===== src/rtl/hdu_pkg.sv =====
// Shared definitions for the load-use hazard scoreboard: register-file sizing,
// pend-counter width and the packed source-index slice helper.
`ifndef HDU_SRC
`define HDU_SRC(vec, i, aw) vec[(i)*(aw) +: (aw)]
`endif

package hdu_pkg;

   localparam int unsigned REG_AW_DEF   = 3;
   localparam int unsigned NUM_REGS_DEF = 2 ** REG_AW_DEF;

   // Counter must hold LOAD_LAT-1; never narrower than one bit.
   function automatic int unsigned pend_cnt_w(input int unsigned lat);
      return (lat < 2) ? 1 : $clog2(lat + 1);
   endfunction

endpackage


===== src/rtl/hdu_pend_ctr.sv =====
// Per-register pending-load down-counter: a reload sets the remaining latency,
// otherwise it counts down to zero and stops there.
module hdu_pend_ctr #(
   parameter int unsigned W = 1
) (
   input  logic         clk_i,
   input  logic         rst_ni,
   input  logic         load_i,
   input  logic         dec_i,
   input  logic [W-1:0] reload_i,
   output logic [W-1:0] count_o,
   output logic         nonzero_o
);

   logic [W-1:0] count_d, count_q;

   always_comb begin
      count_d = count_q;
      if (load_i) begin
         count_d = reload_i;
      end else if (dec_i && (count_q != '0)) begin
         count_d = count_q - W'(1);
      end
   end

   always_ff @(posedge clk_i) begin
      if (!rst_ni) begin
         count_q <= '0;
      end else begin
         count_q <= count_d;
      end
   end

   assign count_o   = count_q;
   assign nonzero_o = (count_q != '0);

endmodule


===== src/rtl/hazard_scoreboard_unit.sv =====
// Decode-stage load-use hazard unit: stalls PC/F_D and bubbles D_E while any
// used source (or optionally the destination) waits on an in-flight load.
module hazard_scoreboard_unit
   import hdu_pkg::*;
#(
   parameter int unsigned REG_AW    = REG_AW_DEF,
   parameter int unsigned NUM_SRC   = 2,
   parameter int unsigned LOAD_LAT  = 1,
   parameter bit          DST_CHECK = 1'b1,
   parameter int unsigned CNT_W     = 16
) (
   input  logic                        clk,
   input  logic                        rst_n,
   input  logic                        FD_VALID,
   input  logic [NUM_SRC*REG_AW-1:0]   SRC_F_D,
   input  logic [NUM_SRC-1:0]          SRC_VLD,
   input  logic [REG_AW-1:0]           DST_F_D,
   input  logic                        DST_VLD,
   input  logic [REG_AW-1:0]           D_E_DST,
   input  logic                        D_E_MEM_READ,
   input  logic                        CNT_CLR,
   output logic                        F_D_ENB,
   output logic                        PC_ENB,
   output logic                        FLUSH_LOAD_USE,
   output logic [CNT_W-1:0]            STALL_CNT,
   output logic [(2**REG_AW)-1:0]      PEND
);

   localparam int unsigned NumRegs = 2 ** REG_AW;
   localparam int unsigned PcW     = pend_cnt_w(LOAD_LAT);
   localparam logic [PcW-1:0] Reload = PcW'(LOAD_LAT - 1);
   localparam logic [CNT_W-1:0] CntMax = '1;

   logic [NumRegs-1:0] ld_sel;
   logic [NumRegs-1:0] pend_nz;
   logic [PcW-1:0]     pc_cnt [NumRegs];
   logic               src_hit;
   logic               dst_hit;
   logic               load_use;
   logic [CNT_W-1:0]   stall_cnt_d, stall_cnt_q;

   always_comb begin
      ld_sel = '0;
      if (D_E_MEM_READ) begin
         ld_sel[D_E_DST] = 1'b1;
      end
   end

   // A fresh load overrides the decrement, so a reload never loses a cycle.
   for (genvar g = 0; g < NumRegs; g++) begin : g_pend
      hdu_pend_ctr #(
         .W (PcW)
      ) u_pend_ctr (
         .clk_i     (clk),
         .rst_ni    (rst_n),
         .load_i    (ld_sel[g]),
         .dec_i     (~ld_sel[g]),
         .reload_i  (Reload),
         .count_o   (pc_cnt[g]),
         .nonzero_o (pend_nz[g])
      );
   end

   function automatic logic reg_hit(input logic [REG_AW-1:0] x);
      return (D_E_MEM_READ && (D_E_DST == x)) || (pc_cnt[x] != '0);
   endfunction

   always_comb begin
      src_hit = 1'b0;
      for (int i = 0; i < NUM_SRC; i++) begin
         if (SRC_VLD[i] && reg_hit(`HDU_SRC(SRC_F_D, i, REG_AW))) begin
            src_hit = 1'b1;
         end
      end
      dst_hit  = DST_CHECK && DST_VLD && reg_hit(DST_F_D);
      load_use = rst_n && FD_VALID && (src_hit || dst_hit);
   end

   always_comb begin
      F_D_ENB        = ~load_use;
      PC_ENB         = ~load_use;
      FLUSH_LOAD_USE = load_use;
   end

   always_comb begin
      stall_cnt_d = stall_cnt_q;
      if (CNT_CLR) begin
         stall_cnt_d = '0;
      end else if (load_use && (stall_cnt_q != CntMax)) begin
         stall_cnt_d = stall_cnt_q + CNT_W'(1);
      end
   end

   always_ff @(posedge clk) begin
      if (!rst_n) begin
         stall_cnt_q <= '0;
      end else begin
         stall_cnt_q <= stall_cnt_d;
      end
   end

   assign STALL_CNT = stall_cnt_q;
   assign PEND      = pend_nz;

endmodule

===== config.mk =====
export PLATFORM = sky130hd
export DESIGN_NAME = hazard_scoreboard_unit
export DESIGN_NICKNAME = d
export VERILOG_FILES = /design/src/rtl/hdu_pkg.sv /design/src/rtl/hdu_pend_ctr.sv /design/src/rtl/hazard_scoreboard_unit.sv
export SDC_FILE = /design/constraint.sdc
export NUM_CORES = 1
export LEC_CHECK = 0
export CORE_UTILIZATION = 49
export DETAILED_ROUTE_END_ITERATION = 10
export HOLD_SLACK_MARGIN = 0.02
export PLACE_DENSITY_LB_ADDON = 0.1
export REMOVE_ABC_BUFFERS = 1
export SLEW_MARGIN = 40
export SYNTH_ARGS = -nofsm -noshare
export SYNTH_HDL_FRONTEND = slang
export SYNTH_SLANG_ARGS = --single-unit

===== constraint.sdc =====
create_clock -name clk -period 5.3 [get_ports clk]
set_input_delay 0.53 -clock clk [delete_from_list [all_inputs] [get_ports clk]]
set_output_delay 0.53 -clock clk [all_outputs]
set_load 0.03 [all_outputs]

==> impl_metrics.toml, run 1 <==
[logic_synthesis]
synth_area_leaders = "dfxtp_1, mux4_1, xnor2_1"
synth-compound-area-share = 0.1240
yosysWarnings = 0
synth_top_family_by_area = "simple AND/OR/NAND/NOR gates"
synth_xor_area_frac = 0.05464
synth_area_um2 = 1443
avgSynthCellArea_um2 = 9.491
synth_simple_gate_area_frac = 0.2411
ys_ff_latch = 24
yosys.area.top_type = "dfxtp_1"
synthAdderAreaFrac = 0.008673
synth_mux_area_frac = 0.1509
syn_inst = 152
synth_edf_count = 0
yosysSeqAreaShare = 0.3330
synth-main-ff-cell = "dfxtp_1"
ys_types = 32
async_reset_ff_frac = 0
yosysTopAreaCellShare = 0.3330

[route]
vias = 1327
ant_nets = 0
via_per_inst = 5.872
drc = 0
avgRoutedWirePerCell_um = 14.06
first_pass_iters = 4
drtIter0Drc = 65
drt_wl_total_mm = 3.178

[clock_network]
cts_hold_buf = 0
clock_sinks = 24
cts_buffers = 3
h-tree-depth = 1
cts_resized = 0
clk_latency_ps = 310
clkSlewWorstSetupHoldPaths_ps = 120
clock_path_buffers = 2
cts_tree = "done"
cts-root-buf = "clkbuf_4"
post_cts_buffers = 0

[flow_run]
maxCapViolCount = 0

[sta]
hold_viol_final = 0
fin_crit_ps = 3638
fin_skew_ps = 2.894
post-route-period-util = 0.6865
max_freq_ghz = 0.2749
slew_viol_final = 0
slew_headroom = 0.5516
setup-tns-final_ps = 0
setup_viol_count_final = 0
rsz0062_at_grt = "false"
worst_pin_slew_ps = 671.3

[setup_path]
crit_type = "in -> out"
slowest_stage = "clkdlybuf4s50_1"
crit_path_cell_trace = "clkdlybuf4s50_1 > mux4_1 > mux2i_1 > a21oi_1 > nor3_2 > buf_4 > clkdlybuf4s50_1"
cp_max_fo = 30
cp.buffers_inverters = 3
crit_required_ps = 4770
reg2reg_slack_ps = 3290
crit_path_max_incr_delay_ps = 730
worst_path_dominant_cell_family = "buffers and inverters"
start_kind = "input port"
crit_path_end_kind = "output pin"
cp_common_cell = "clkdlybuf4s50_1"
critPathArrivalTime_ps = 3110

[grt]
grt_pass1_vias = 1210
grt_pass1_wl_mm = 5.354
globalRouteTotalUtil = 0.2125
antenna_found_initial = 0
grt_max_degree = 31
grt_overflow = 0

[floorplanning]
die_x_um = 56.26
start_util = 0.5187
core_region_area_um2 = 2781
fp-row-count = 19
dieArea_um2 = 3165
dieHeight_um = 56.26
io_pins = 47

[power_and_ir_drop]
powerDensity_nw_per_um2 = 204.0
vdd_ir_drop_max_uv = 186.9
leakagePower_nw = 0.6493

[layout]
nNetsFinal = 217
multi_input_area_um2 = 865.8
final_area_um2 = 1921
drive_gt1_frac = 0.04615
area_delta_synth_final_pct = 33.13
num_antenna_cells = 0
nFillCells = 218
seqCellArea_um2 = 480.5

[placement]
gp_congestion = 0.8396
port_buffers = 46
place_area_um2 = 1868
hpwl_mm = 2.386

[worst_hold_path]
hold_path.class = "reg -> reg"

[run_status]
status = "complete, no violations"
per-layer routing:
| metal | up-vias | track usage | routed length, µm |
|---|---|---|---|
| li1 | 663 | - | - |
| met1 | 614 | 0.2880 | 1506 |
| met2 | 43 | 0.3452 | 1457 |
| met3 | 7 | 0.03687 | 172 |
| met4 | 0 | 0.06969 | 42 |
| met5 | - | 0 | 0 |
report_power, final:
part           total [W]  internal [W]  switching [W]
logic          0.0000750     0.0000382      0.0000368
clock network   0.000129     0.0000764      0.0000527
registers       0.000188      0.000184     0.00000367
total           0.000392      0.000299      0.0000931
worst min-delay path, stage by stage (launching register included):
cell	delay (ps)
dfxtp_1	360
o41ai_1	70
a21oi_1	60
metrics by stage:
step / total power, W / utilization / std cells / setup WS [ps] / hold slack [ps]
after global routing: 0.0004109 / 0.6905 / 226 / 1558 / 539.5
after CTS: 0.0003949 / 0.6905 / 226 / 1671 / 515.9
after global placement: 0.0002651 / 0.6689 / 221 / 1705 / 487.4
final: 0.0003918 / 0.6905 / 226 / 1662 / 520.8
after floorplan: 0.0002294 / - / 143 / 1688 / 603.7
after detailed placement: 0.0002663 / 0.6716 / 222 / 1686 / 493.3
registers in the layout, indices dropped and copies added (netlist names):
signal                     count
g_pend.u_pend_ctr.count_o      8
STALL_CNT                     16
worst paths after layout:
path / start / end / depth (start not counted)
setup / recovery: SRC_F_D[2] / PC_ENB / 7
hold / removal: STALL_CNT[10] / STALL_CNT[10] / 2
setup reg to reg: STALL_CNT[3] / STALL_CNT[5] / 6
hold reg to reg: STALL_CNT[10] / STALL_CNT[10] / 2
final cells by class:
class / count / share of cell area
Inverter: 2 / 0.003909
Clock inverter: 1 / 0.01564
Sequential cell: 24 / 0.2502
Tap cell: 31 / 0.02020
Multi-Input combinational cell: 117 / 0.4508
Timing Repair Buffer: 48 / 0.2476
Clock buffer: 3 / 0.01173
Yosys cell counts (2+ instances only):
cell and n:
a21oi_1 15, and3_1 2, buf_2 2, buf_4 10, buf_6 2, clkbuf_1 2
dfxtp_1 24, mux2i_1 6, mux4_1 6, nand2_1 10, nand2b_1 5, nand3_1 11
nand4_1 10, nor2_1 3, nor4_1 2, o21ai_1 2, o31ai_1 8, o41ai_1 2
or4_1 9, xnor2_1 9
cells by family (layout without fill, tap and decap cells):
kind of cell	count (synthesis)	in the layout
AND/OR/NAND/NOR	58	58
adder cells (fa/ha/maj)	1	1
other	1	8
XOR/XNOR	9	9
flip-flops	24	24
buffers and inverters	18	54
multiplexers	12	12
AO/OA/AOI/OAI	29	29
placed cells by master (no fill, tap or decap), types with 2 or more instances in the layout:
| cell | n |
|---|---|
| clkdlybuf4s50_1 | 46 |
| dfxtp_1 | 24 |
| a21oi_1 | 15 |
| nand3_1 | 11 |
| nand4_1 | 10 |
| nand2_1 | 10 |
| xnor2_1 | 9 |
| or4_1 | 9 |
| o31ai_1 | 8 |
| conb_1 | 8 |
| mux4_1 | 6 |
| mux2i_1 | 6 |
| nand2b_1 | 5 |
| nor2_1 | 3 |
| clkbuf_4 | 3 |
| o41ai_1 | 2 |
| and3_1 | 2 |
| nor4_1 | 2 |
| o21ai_1 | 2 |
| buf_4 | 2 |
No activity file was read; power rests on OpenSTA's default activity.
==> run 2, diff against run 1 <==
--- a/config.mk
+++ b/config.mk
@@ -5,7 +5,7 @@
 export SDC_FILE = /design/constraint.sdc
 export NUM_CORES = 1
 export LEC_CHECK = 0
-export CORE_UTILIZATION = 49
+export CORE_UTILIZATION = 46
 export DETAILED_ROUTE_END_ITERATION = 10
 export HOLD_SLACK_MARGIN = 0.02
 export PLACE_DENSITY_LB_ADDON = 0.1
==> constraint.sdc (replaced) <==
create_clock -name clk -period 3.5 [get_ports clk]
set_input_delay 0.35 -clock clk [delete_from_list [all_inputs] [get_ports clk]]
set_output_delay 0.35 -clock clk [all_outputs]
set_load 0.03 [all_outputs]
==> impl_metrics.toml, run 2 (synthesis results as in run 1) <==
[run_status]
status = "finished with violations"
violations = "design-rule violations"

[route]
drc = 5
avgRoutedWirePerCell_um = 15.21
ant_nets = 0
via_per_inst = 6.000
vias = 1356
drt_wl_total_mm = 3.437
drtIter0Drc = 77
first_pass_iters = 7

[sta]
setup_viol_count_final = 0
rsz0062_at_grt = "false"
post-route-period-util = 0.8748
fin_crit_ps = 3062
setup-tns-final_ps = 0
worst_pin_slew_ps = 665.6
slew_headroom = 0.5554
hold_ws_ps = 517.1
max_freq_ghz = 0.3266
slew_viol_final = 0
fin_skew_ps = 15.57
hold_viol_final = 0

[grt]
grt_max_degree = 30
grt_pass1_vias = 1208
antenna_found_initial = 0
grt_pass1_wl_mm = 5.485
globalRouteTotalUtil = 0.2163
grt_overflow = 0

[placement]
gp_congestion = 0.7559
hpwl_mm = 2.541
port_buffers = 46

[clock_network]
cts-root-buf = "clkbuf_4"
cts_hold_buf = 0
clk_latency_ps = 320
cts_resized = 0
cts_tree = "done"
clkSlewWorstSetupHoldPaths_ps = 110
clock_sinks = 24
h-tree-depth = 1
clock_path_buffers = 2
post_cts_buffers = 0
cts_buffers = 3

[power_and_ir_drop]
combPwrFrac = 0.213
leakagePower_nw = 0.6433
intPower_w = 0.0003992
pwr-share-seq = 0.522
clockPowerShare = 0.265
vdd_ir_drop_max_uv = 269.5
switching_share = 0.2657
power_switching_w = 0.0001445
powerDensity_nw_per_um2 = 285.7

[layout]
nNetsFinal = 217
drive_gt1_frac = 0.05641
largest_register_ffs = 16
num_antenna_cells = 0
final_common_cell = "clkdlybuf4s50_1"
layout_common_cells = "clkdlybuf4s50_1, dfxtp_1, a21oi_1"
area_delta_synth_final_pct = 31.92

[setup_path]
crit_type = "in -> out"
cp_max_fo = 3
crit_required_ps = 3150
start_kind = "input port"
crit_path_cell_trace = "clkdlybuf4s50_1 > mux4_1 > mux2i_1 > a21oi_1 > nor3_2 > inv_2 > clkdlybuf4s50_1"
slowest_stage = "clkdlybuf4s50_1"
cp_common_cell = "clkdlybuf4s50_1"
crit_path_end_kind = "output pin"
crit_path_max_incr_delay_ps = 600
critPathArrivalTime_ps = 2710

[floorplanning]
start_util = 0.5057
io_pins = 47
dieArea_um2 = 3364
fp-row-count = 19
die_x_um = 58
core_region_area_um2 = 2853
dieHeight_um = 58

[flow_run]
maxCapViolCount = 0

[worst_hold_path]
hold_path.class = "reg -> reg"
[run 2: changes by cell type in the layout (fill, tap and decap cells not counted), sizes merged]
cell           delta
buf               +2
bufinv            -1
clkbuf            +1
clkdlybuf4s50     -2
[run 2: area by class of cell]
class / instances / area, µm²
flip-flops and latches: 24 / 480.5
repair buffers: 48 / 474.2
fillers: 251 / 949.7
multi-input cells: 117 / 865.8
inverters: 2 / 7.507
clock buffers: 4 / 36.28
well taps: 31 / 38.79
[run 2: power groups by stage]
stage	Clock [W]	Combinational (W)	Sequential [W]
floorplan	0	0.0000479	0.000300
global placement	0	0.000112	0.000290
detailed placement	0	0.000114	0.000290
CTS	0.000152	0.000115	0.000284
global route	0.000167	0.000122	0.000285
finish	0.000144	0.000116	0.000284
[run 2: final timing paths]
check                                    from        endpoint  slack (ps)  cells past startpoint
worst max-delay path               DST_F_D[2]  FLUSH_LOAD_USE         440                      7
worst min-delay path            STALL_CNT[10]   STALL_CNT[10]         520                      2
worst max register to register   STALL_CNT[3]   STALL_CNT[11]        1420                      6
worst min register to register  STALL_CNT[10]   STALL_CNT[10]         520                      2
[run 2: critical path: cells and delay by family]
family          cells  cell delay, ps
simple gates        1             250
mux                 2             740
compound gates      1             100
buf+inv             3            1270
[run 2: through the flow]
step / area [µm²] / utilization / std cells / power (W) / worst slack, ps
floorplan: 1354 / - / 143 / 0.0003474 / 147.3
global placement: 1856 / 0.6504 / 221 / 0.0004016 / 517.7
detailed placement: 1867 / 0.6544 / 222 / 0.0004043 / 467.6
global route: 1903 / 0.6671 / 226 / 0.0005745 / 332.1
CTS: 1903 / 0.6671 / 226 / 0.0005513 / 440.4
finish: 1903 / 0.6671 / 226 / 0.0005437 / 438.2
[run 2: routing by layer]
layer	up-vias	track usage	wire length [µm]
met5	-	0	0
met4	0	0.1190	80
met3	9	0.03125	182
met2	47	0.3218	1523
met1	641	0.3033	1650
li1	659	-	-
